--- src/rtl/tt_clock_pkg.sv ---
// Shared types and constants for the binary clock input-conditioning stage.
// Button FSM states, arbitration indices, default timing and a counter-width helper.
package tt_clock_pkg;

    typedef enum logic [1:0] {StIdle, StPress, StRepeat} btn_state_e;

    // Lower index wins arbitration.
    localparam int unsigned SEC    = 0;
    localparam int unsigned MIN    = 1;
    localparam int unsigned HOUR   = 2;
    localparam int unsigned NumBtn = 3;

    localparam int unsigned DefClkHz          = 100;
    localparam int unsigned DefDebounceCycles = 5;
    localparam int unsigned DefRepeatDelay    = 50;
    localparam int unsigned DefRepeatPeriod   = 20;

    // Bits needed for a counter holding 0..n-1, never less than one.
    function automatic int unsigned cnt_width(input int unsigned n);
        return (n <= 1) ? 1 : $clog2(n);
    endfunction

endpackage

--- src/rtl/tt_debounce.sv ---
// Two-flop synchronizer followed by a consecutive-sample debounce counter.
// The level flips only after DEBOUNCE_CYCLES synchronized samples all disagree with it.
module tt_debounce
    import tt_clock_pkg::*;
#(
    parameter int unsigned DEBOUNCE_CYCLES = DefDebounceCycles
) (
    input  logic clk_i,
    input  logic reset_i,
    input  logic raw_i,
    output logic level_o
);

    localparam int unsigned        CntW   = cnt_width(DEBOUNCE_CYCLES);
    localparam logic [CntW-1:0]    CntMax = CntW'(DEBOUNCE_CYCLES - 1);

    logic            sync1_q, sync2_q;
    logic            level_q, level_d;
    logic [CntW-1:0] cnt_q, cnt_d;

    always_comb begin
        level_d = level_q;
        cnt_d   = '0;
        if (sync2_q != level_q) begin
            if (cnt_q == CntMax) begin
                level_d = ~level_q;
            end else begin
                cnt_d = cnt_q + CntW'(1);
            end
        end
    end

    always_ff @(posedge clk_i) begin
        if (reset_i) begin
            sync1_q <= 1'b0;
            sync2_q <= 1'b0;
            level_q <= 1'b0;
            cnt_q   <= '0;
        end else begin
            sync1_q <= raw_i;
            sync2_q <= sync1_q;
            level_q <= level_d;
            cnt_q   <= cnt_d;
        end
    end

    assign level_o = level_q;

endmodule

--- src/rtl/tt_clock_input_ctrl.sv ---
// Input conditioning for the binary clock: debounced switches, arbitrated step pulses with
// hold-to-repeat, and the 1 Hz tick prescaler that runs only outside set mode.
module tt_clock_input_ctrl
    import tt_clock_pkg::*;
#(
    parameter int unsigned CLK_HZ          = DefClkHz,
    parameter int unsigned DEBOUNCE_CYCLES = DefDebounceCycles,
    parameter int unsigned REPEAT_DELAY    = DefRepeatDelay,
    parameter int unsigned REPEAT_PERIOD   = DefRepeatPeriod
) (
    input  logic clk_i,
    input  logic reset_i,
    input  logic time_set_raw,
    input  logic id_switch_raw,
    input  logic hour_btn_raw,
    input  logic minute_btn_raw,
    input  logic seconds_btn_raw,
    output logic set_mode,
    output logic inc_dec,
    output logic hour_step,
    output logic minute_step,
    output logic seconds_step,
    output logic tick_1hz
);

    localparam int unsigned     RepMax     = (REPEAT_DELAY > REPEAT_PERIOD) ? REPEAT_DELAY
                                                                            : REPEAT_PERIOD;
    localparam int unsigned     RepW       = cnt_width(RepMax);
    localparam logic [RepW-1:0] DelayLoad  = RepW'(REPEAT_DELAY - 1);
    localparam logic [RepW-1:0] PeriodLoad = RepW'(REPEAT_PERIOD - 1);
    localparam int unsigned     PreW       = cnt_width(CLK_HZ);
    localparam logic [PreW-1:0] PreMax     = PreW'(CLK_HZ - 1);

    logic [NumBtn-1:0] btn_lvl;

    tt_debounce #(.DEBOUNCE_CYCLES(DEBOUNCE_CYCLES)) u_deb_set (
        .clk_i   (clk_i),
        .reset_i (reset_i),
        .raw_i   (time_set_raw),
        .level_o (set_mode)
    );

    tt_debounce #(.DEBOUNCE_CYCLES(DEBOUNCE_CYCLES)) u_deb_dir (
        .clk_i   (clk_i),
        .reset_i (reset_i),
        .raw_i   (id_switch_raw),
        .level_o (inc_dec)
    );

    tt_debounce #(.DEBOUNCE_CYCLES(DEBOUNCE_CYCLES)) u_deb_hour (
        .clk_i   (clk_i),
        .reset_i (reset_i),
        .raw_i   (hour_btn_raw),
        .level_o (btn_lvl[HOUR])
    );

    tt_debounce #(.DEBOUNCE_CYCLES(DEBOUNCE_CYCLES)) u_deb_min (
        .clk_i   (clk_i),
        .reset_i (reset_i),
        .raw_i   (minute_btn_raw),
        .level_o (btn_lvl[MIN])
    );

    tt_debounce #(.DEBOUNCE_CYCLES(DEBOUNCE_CYCLES)) u_deb_sec (
        .clk_i   (clk_i),
        .reset_i (reset_i),
        .raw_i   (seconds_btn_raw),
        .level_o (btn_lvl[SEC])
    );

    btn_state_e        state_q [NumBtn];
    btn_state_e        state_d [NumBtn];
    logic [RepW-1:0]   rep_q   [NumBtn];
    logic [RepW-1:0]   rep_d   [NumBtn];
    logic [NumBtn-1:0] want, grant;
    logic [NumBtn-1:0] step_q;
    logic [PreW-1:0]   pre_q, pre_d;

    // Counters load one less than the interval so expiry is a compare against zero.
    always_comb begin
        want = '0;
        for (int b = 0; b < NumBtn; b++) begin
            state_d[b] = state_q[b];
            rep_d[b]   = rep_q[b];
            if (!(set_mode && btn_lvl[b])) begin
                state_d[b] = StIdle;
                rep_d[b]   = '0;
            end else begin
                case (state_q[b])
                    StIdle: begin
                        want[b]    = 1'b1;
                        rep_d[b]   = DelayLoad;
                        state_d[b] = StPress;
                    end
                    StPress, StRepeat: begin
                        if (rep_q[b] == '0) begin
                            want[b]    = 1'b1;
                            rep_d[b]   = PeriodLoad;
                            state_d[b] = StRepeat;
                        end else begin
                            rep_d[b] = rep_q[b] - RepW'(1);
                        end
                    end
                    default: state_d[b] = StIdle;
                endcase
            end
        end
    end

    // Losers are dropped outright; their counters have already reloaded above.
    always_comb begin
        grant = '0;
        if (want[SEC]) begin
            grant[SEC] = 1'b1;
        end else if (want[MIN]) begin
            grant[MIN] = 1'b1;
        end else if (want[HOUR]) begin
            grant[HOUR] = 1'b1;
        end
    end

    always_comb begin
        if (set_mode || pre_q == PreMax) begin
            pre_d = '0;
        end else begin
            pre_d = pre_q + PreW'(1);
        end
    end

    always_ff @(posedge clk_i) begin
        if (reset_i) begin
            for (int b = 0; b < NumBtn; b++) begin
                state_q[b] <= StIdle;
                rep_q[b]   <= '0;
            end
            step_q <= '0;
            pre_q  <= '0;
        end else begin
            for (int b = 0; b < NumBtn; b++) begin
                state_q[b] <= state_d[b];
                rep_q[b]   <= rep_d[b];
            end
            step_q <= grant;
            pre_q  <= pre_d;
        end
    end

    assign seconds_step = step_q[SEC];
    assign minute_step  = step_q[MIN];
    assign hour_step    = step_q[HOUR];
    assign tick_1hz     = ~set_mode & (pre_q == PreMax);

endmodule

--- config.mk ---
export PLATFORM = sky130hd
export DESIGN_NAME = tt_clock_input_ctrl
export DESIGN_NICKNAME = d
export VERILOG_FILES = /design/src/rtl/tt_clock_pkg.sv /design/src/rtl/tt_debounce.sv /design/src/rtl/tt_clock_input_ctrl.sv
export SDC_FILE = /design/constraint.sdc
export NUM_CORES = 1
export LEC_CHECK = 0
export CORE_MARGIN = 1.5
export CORE_UTILIZATION = 30
export CTS_CLUSTER_DIAMETER = 60
export CTS_CLUSTER_SIZE = 40
export DETAILED_ROUTE_END_ITERATION = 10
export PLACE_DENSITY_LB_ADDON = 0.08
export SLEW_MARGIN = 5
export SYNTH_ARGS = -nofsm -noshare
export SYNTH_HDL_FRONTEND = slang
export SYNTH_HIERARCHICAL = 1
export SYNTH_SLANG_ARGS = --single-unit
--- constraint.sdc ---
create_clock -name clk_i -period 1.6 [get_ports clk_i]
set_clock_uncertainty 0.15 [all_clocks]
set_input_delay 0.32 -clock clk_i [delete_from_list [all_inputs] [get_ports clk_i]]
set_output_delay 0.32 -clock clk_i [all_outputs]
set_load 0.01 [all_outputs]
==> results.md, run 1 <==
* Crit path required time at 1.13 ns
* Synth top area cells: dfxtp_1 (43%), ha_1 (11%), inv_1 (3.9%)
* First-pass GRT wire length at 10610 um
* Max incr delay on CP at 0.35 ns
* Cell family with most CP delay: flip-flops
* Max VDD drop at 0.3932 mV
* Share of the synthesized area in the top cell type at 42.70%
* Iter 0 DRT Violations at 70
* Post-synthesis adder-cell area fraction at 10.84%
* Die Footprint at 10610 um2
* Layout cells sized above 1 at between 30% and 40%
* Largest family of logic cells by synthesized area: simple AND/OR/NAND/NOR gates
* Crit path capture type: output port
* Synth Area in XOR/XNOR at 3.211%
* H-tree levels at 3
* Largest net degree at the start of global routing at 14
* Grt met3 use at 3.458%
* Row cnt at 36
* Routed wire length at 6475 um
* RSZ-0062 raised after global routing: true
* Hold Violations, Final at 0
* Final HPWL DP at 4641 um
* Final setup vio count at 2
* DRC viols at 0
* GRT met1 Usage at 16.41%
* Gr ovfl total at 0
* Routed Antenna Nets at 0
* Skew-Pair Late Insertion Delay at between 0.3 and 0.4 ns
* Clock Path Buffers at 2
* # diodes at 0
* Synth unique cells at 48
* Met2 GRT Util at 20.70%
* Fmax at between 500 and 600 MHz
* Hold Crit Class: register to register
* Yosys reg bits at 64
* Root Driver: clkbuf_8
* Die Y at 103.0 um
* Post-layout net count at 432
* Critical-path cell list: ha_4 > nand4b_1 > nor4_1 > buf_2
* Sequential fraction of the synthesis area at 42.70%
* Failing checks: setup timing
* Core ar. at 9729 um2
* Pwr Density at 751.9 nW/um2
* Final slew viol count at 0
* Syn Area/Cell at approximately 9.7 um2
* Vias in the first global route at 2259
* Mapped Area at 3000 um2
* Initial core utilization at 30.84%
* Compound-Gate Fraction of Synth Area at about 17%
* First drt pass iteration count at 5
* Top_reg_cell synth: dfxtp_1
* WL/cell at ~12 um
* Placer Congestion at just over 0.7
* Num ports at 13
* CTS Buf Count at 9
* CP max FO at 2
* Number of flops mapped to enable cells by yosys at 0
* CP max stage cell: dfxtp_2
* Synth warnings at 6
* GRT Util Overall at 12.88%
* Post-synth ARST share at 0%
* Worst slew margin at 68.58%
* Buf/Inv on CP at 1
* Mapped Cells at 310
* Status: complete, but fails checks
* Area post-placement at roughly 3700 um2
* Dominant cell type by area after synthesis: dfxtp_1
* CTS tree: built
* Post-Syn Nets at approximately 340
* Simple-gate share of the synthesized area at 20.68%
* Sink Count at 64
* Final Critical Period at 1.765 ns
* Crit share post-route at 110.3%
* Worst slew pin tran at 0.4697 ns
* PnR worst setup slack at -0.1652 ns
* Critical path arrival at 1.30 ns
* Mux share of post-synthesis cell area at 1.001%
* IO buf count at 12
* Vias per cell at about 4.6
* Clk slew on worst S/H paths at 0.07 ns
* Hold slack final at 0.2830 ns
* Post-Layout Inst Area at 4273 um2
* Max-Cap Viols at 0
* CP Launch Type: register
* Antenna violations before repair at 0
* Class of the most critical setup path: register to output port
* Routed vias at between 2k and 2.5k
* Leakage at between 1.5 and 2 nW
* Die width at 103.0 um
* Synth-to-Final Area Change at 42.41%
* GRT busiest layer: met2
-- per-stage QoR --
step	total power, mW	TNS (ns)	util [%]	worst slack [ns]	cells
floorplan	1.701	0	-	0.003590	310
global placement	1.751	-6.771	38.46	-0.2504	512
detailed placement	1.752	-7.139	38.46	-0.3016	512
CTS	3.284	-0.3474	42.03	-0.2832	530
global route	3.348	-0.6511	43.92	-0.2696	537
finish	3.213	-0.1789	43.92	-0.1652	537
-- placed cells by master, fill, tap and decap left out, types with 3 or more instances in the layout --
cell / n
a2111oi_1: 8
a211oi_2: 6
a21bo_2: 5
a21o_1: 3
a21oi_1: 15
a31oi_1: 6
and3_1: 3
buf_4: 68
clkbuf_8: 13
clkdlybuf4s50_1: 6
dfxtp_1: 53
dfxtp_2: 10
dlygate4sd2_1: 4
ha_1: 18
ha_4: 6
inv_1: 25
inv_2: 6
mux2i_1: 3
nand2_1: 13
nand2_2: 3
nand2b_1: 6
nand3_1: 10
nand3b_1: 3
nor2_1: 20
nor2b_1: 13
nor3_2: 5
nor3b_1: 4
nor4_1: 3
or3_1: 3
or3b_1: 5
xnor2_1: 9
-- worst register-to-register path, delay by kind of cell (launching register included) --
family          cells  cell delay, ns
flops               1            0.33
simple gates        1            0.48
compound gates      2            0.25
buf+inv             1            0.05
fa+ha+maj           1            0.29
-- sequential cells by signal (all words and copies together), names as in the netlist, 3 cells and up --
signal / flops
u_deb_sec/cnt_q: 3
state_q: 6
u_deb_min/cnt_q: 3
pre_q: 7
u_deb_dir/cnt_q: 3
u_deb_set/cnt_q: 3
rep_q: 18
u_deb_hour/cnt_q: 3
step_q: 3
-- cell usage after synthesis, types with 2 or more instances --
| master | n |
|---|---|
| dfxtp_1 | 64 |
| inv_1 | 31 |
| ha_1 | 26 |
| nor2_1 | 21 |
| nand2_1 | 16 |
| a21oi_1 | 15 |
| nor2b_1 | 13 |
| nand3_1 | 10 |
| xnor2_1 | 9 |
| a2111oi_1 | 8 |
| a31oi_1 | 8 |
| nand2b_1 | 8 |
| nor3_1 | 8 |
| a211oi_2 | 5 |
| a21bo_2 | 5 |
| nor3b_1 | 5 |
| or3b_1 | 5 |
| a21o_1 | 3 |
| and3_1 | 3 |
| clkbuf_1 | 3 |
| mux2i_1 | 3 |
| nand3b_1 | 3 |
| nor4_1 | 3 |
| or3_1 | 3 |
| a2111oi_0 | 2 |
| a211oi_1 | 2 |
| a21boi_0 | 2 |
| nor4_4 | 2 |
| nor4b_1 | 2 |
| o21a_1 | 2 |
| o31ai_1 | 2 |
| xor2_1 | 2 |
-- area by class of cell --
class | instances | area (um2)
timing repair buffer | 81 | 626.9
clock inverter | 2 | 35.03
tap | 133 | 166.4
multi-input combinational | 212 | 1848
inverter | 31 | 116.4
sequential | 64 | 1297
clock buffer | 14 | 182.7
fill | 991 | 5456
-- routing by layer --
| metal | up-vias | routed length [um] |
|---|---|---|
| li1 | 1283 | - |
| met1 | 1133 | 3128 |
| met2 | 25 | 3053 |
| met3 | 9 | 199 |
| met4 | 0 | 93 |
| met5 | - | 0 |
-- timing repair --
item                                    CTS  global route
buffers inserted                          2             7
resized for setup                        42            33
pin swaps                                10            16
hold buffers                              0             0
endpoints found under the hold margin     0             0
endpoints found under the setup margin   29            27
-- worst paths after layout --
check / from / end / slack (ns) / cells past startpoint
worst max-delay path: pre_q[0] / tick_1hz / -0.17 / 4
worst min-delay path: u_deb_min/sync1_q / u_deb_min/sync2_q / 0.28 / 1
worst max register to register: state_q[0][3] / rep_q[0][9] / -0.01 / 5
worst min register to register: u_deb_min/sync1_q / u_deb_min/sync2_q / 0.28 / 1
-- cell families after synthesis --
| logic type | after synthesis |
|---|---|
| AOI/OAI and AO/OA | 65 |
| xor gates and xnor gates | 11 |
| adders and majority gates | 26 |
| buffers and inverters | 34 |
| DFF | 64 |
| muxes | 3 |
| and+or+nand+nor | 107 |
-- report_power, final --
| group | internal (mW) | leakage (nW) | switching, mW |
|---|---|---|---|
| registers | 1.61 | 0.524 | 0.0142 |
| clock network | 0.889 | 0.113 | 0.601 |
| logic | 0.0508 | 1.06 | 0.0434 |
| total | 2.55 | 1.70 | 0.659 |
(Power assumes the default switching activity.)
==> inputs of run 2 (changes only) <==
CAP_MARGIN = 20   (was default)
==> results of run 2 <==
Same layout as run 1: the final DEF is identical, and so are final timing and power.
==> inputs of run 3 (changes only) <==
CORE_MARGIN = default   (was 1.5)
HOLD_SLACK_MARGIN = 0.08   (was default)
==> run 3 against run 2 <==
Net effect: non-clock buffer count unchanged; clock power up 8%; register-to-register slack got worse by 0.03 ns; worst hold slack better by 0.0067 ns; final cell count did not move; sequential cell count did not move; sequential share of layout area shrank 0.11 points; first-iteration DRC count shrank 20%; critical endpoint unchanged; critical path depth is the same; the run still ends with setup timing left; combinational power barely moved.
==> results.md, run 3 (same netlist as run 1, synthesis figures left out) <==
* GRT Util Overall at 14.19% (+1.3 points)
* Die width at 102.0 um (-0.97%)
* Reg2Reg Depth at 5 (unchanged)
* Crit path capture type: output port
* Fmax at 567.3 MHz (+0.15%)
* Leakage at 1.710 nW (+0.63%)
* Hold slack final at 0.2896 ns (+0.006663 ns)
* Vias per cell at 4.615 (+1.1%)
* Core ar. at 9729 um2 (unchanged)
* Final setup vio count at 4 (+2)
* Skew-Pair Late Insertion Delay at 0.34 ns (about the same)
* First-pass GRT wire length at 11290 um (+6.4%)
* Root Driver: clkbuf_8
* Die Footprint at 10410 um2 (-1.9%)
* Most flops, register: rep_q
* Setup slack, reg-to-reg at -0.04 ns (-0.03 ns)
* Routed wire length at 6544 um (+1.1%)
* Pwr Density at 772.7 nW/um2 (+2.8%)
* IO buf count at 12 (unchanged)
* H-tree levels at 3 (unchanged)
* Critical-path cell list: ha_4 > nand4b_1 > nor4_1 > buf_2
* PnR worst setup slack at -0.1626 ns (+0.002573 ns)
* Gr ovfl total at 0 (unchanged)
* RSZ-0062 raised after global routing: true
* Final Critical Period at 1.763 ns (-0.002573 ns)
* Hold_buf cts at 0 (unchanged)
* Class of the most critical setup path: register to output port
* Largest regs: rep_q x18, pre_q x7, state_q x6
* Placer Congestion at 0.7172 (-0.71%)
* CP Launch Type: register
* Largest net degree at the start of global routing at 12 (-2)
* CTS Buf Count at 9 (unchanged)
* Max incr delay on CP at 0.35 ns (about the same)
* Clock Path Buffers at 2 (unchanged)
* WL/cell at 12.19 um (+1.1%)
* Max VDD drop at 0.3779 mV (-3.9%)
* Post-layout net count at 432 (unchanged)
* Largest register FFs at 18 (unchanged)
* First drt pass iteration count at 4 (-1)
* Max-Cap Viols at 0 (unchanged)
* Crit share post-route at 110.2% (-0.16 points)
* Non-filler instance count after layout at 537 (unchanged)
* Layout cells sized above 1 at 37.87% (unchanged)
* Hold Violations, Final at 0 (unchanged)
* Hold Crit Class: register to register
* R2r endpoint: rep_q[0][15]
* Crit path required time at 1.13 ns (about the same)
* Final HPWL DP at 4588 um (-1.1%)
* Worst slew margin at 68.99% (+0.41 points)
* Overall power at 3.327 mW (+3.5%)
* Iter 0 DRT Violations at 56 (-20%)
* Num ports at 13 (unchanged)
* Clk slew on worst S/H paths at 0.07 ns (about the same)
* Routed vias at 2478 (+1.1%)
* # placed instances at 515 (+0.59%)
* CTS tree: built
* Row cnt at 36 (unchanged)
* Routed Antenna Nets at 0 (unchanged)
* Commonest non-fill, non-tap cells in the layout: buf_4 (67), dfxtp_1 (51), inv_1 (23), nor2_1 (20), ha_1 (18)
* # diodes at 0 (unchanged)
* CP max stage cell: dfxtp_2
* Status: complete, but fails checks
* Die Y at 102.0 um (-0.97%)
* Critical path arrival at 1.29 ns (about the same)
* Worst slew pin tran at 0.4636 ns (-0.006176 ns)
* DRC viols at 0 (unchanged)
* Final core utilization at 44.25% (+0.33 points)
* Worst hold start: u_deb_min/sync1_q
* Hold depth at 1 (unchanged)
* Layout fillers at 973 (-1.8%)
* Final slew viol count at 0 (unchanged)
* Failing checks: setup timing
* R2R Path Start: state_q[0][4]
* Antenna violations before repair at 0 (unchanged)
* Synth-to-Final Area Change at 43.49%
* Initial core utilization at 30.84% (unchanged)
* CP max FO at 2 (unchanged)
* Sink Count at 64 (unchanged)
* Min-Delay Endpoint: u_deb_min/sync2_q
* Vias in the first global route at 2422 (+7.2%)
* Most common cell after layout, fill and taps aside: buf_4
==> run 3: worst max path at each step <==
stage / slack, ns / end / startpoint
final: -0.16 / tick_1hz / pre_q[0]
after global routing: -0.27 / tick_1hz / pre_q[0]
after CTS: -0.28 / tick_1hz / pre_q[1]
after detailed placement: -0.31 / pre_q[4] / pre_q[0]
after global placement: -0.28 / rep_q[0][4] / reset_i
after floorplan: 0.004 / rep_q[0][12] / state_q[0][4]
==> run 3: through the flow <==
stage | cell area [um2] | setup TNS [ns] | setup WS [ns]
floorplan | 3018 | 0 | 0.003590
global placement | 3765 | -6.633 | -0.2773
detailed placement | 3765 | -7.425 | -0.3077
CTS | 4154 | -0.4871 | -0.2837
global route | 4305 | -0.8681 | -0.2714
finish | 4305 | -0.2499 | -0.1626
==> run 3: layer usage <==
metal  up-vias  global-route usage, %  part of all wire [%]
li1       1286                      -                     -
met1      1166                  17.20                    47
met2        21                  23.64                    49
met3         5                  4.309                   2.8
met4         0                  5.275                   1.3
met5         -                      0                     0
==> run 3: critical path: cells and delay by family, from the launching register on <==
kind	cells	cell delay, ns
adders and majority gates	1	0.14
buffers and inverters	1	0.17
DFF	1	0.35
and+or+nand+nor	2	0.29
==> run 3: report_power, final <==
part	switching [mW]	leakage, nW	total (mW)	internal, mW
Sequential	0.0142	0.525	1.63	1.61
Combinational	0.0433	1.07	0.0941	0.0508
Clock	0.640	0.113	1.61	0.966
Total	0.698	1.71	3.33	2.63
==> run 3: what timing repair did <==
item	in CTS	in global routing
endpoints found under the setup margin	30	21
pin swaps	6	16
buffers inserted	4	3
resized for setup	45	33
==> run 3: cell type report <==
type	instances	area (um2)	share of cell area (%)
clock buffers	12	155.1	3.604
clock inverters	4	76.32	1.773
inverters	31	116.4	2.703
multi-input cells	212	1852	43.01
flip-flops and latches	64	1303	30.25
well taps	133	166.4	3.865
repair buffers	81	636.9	14.79
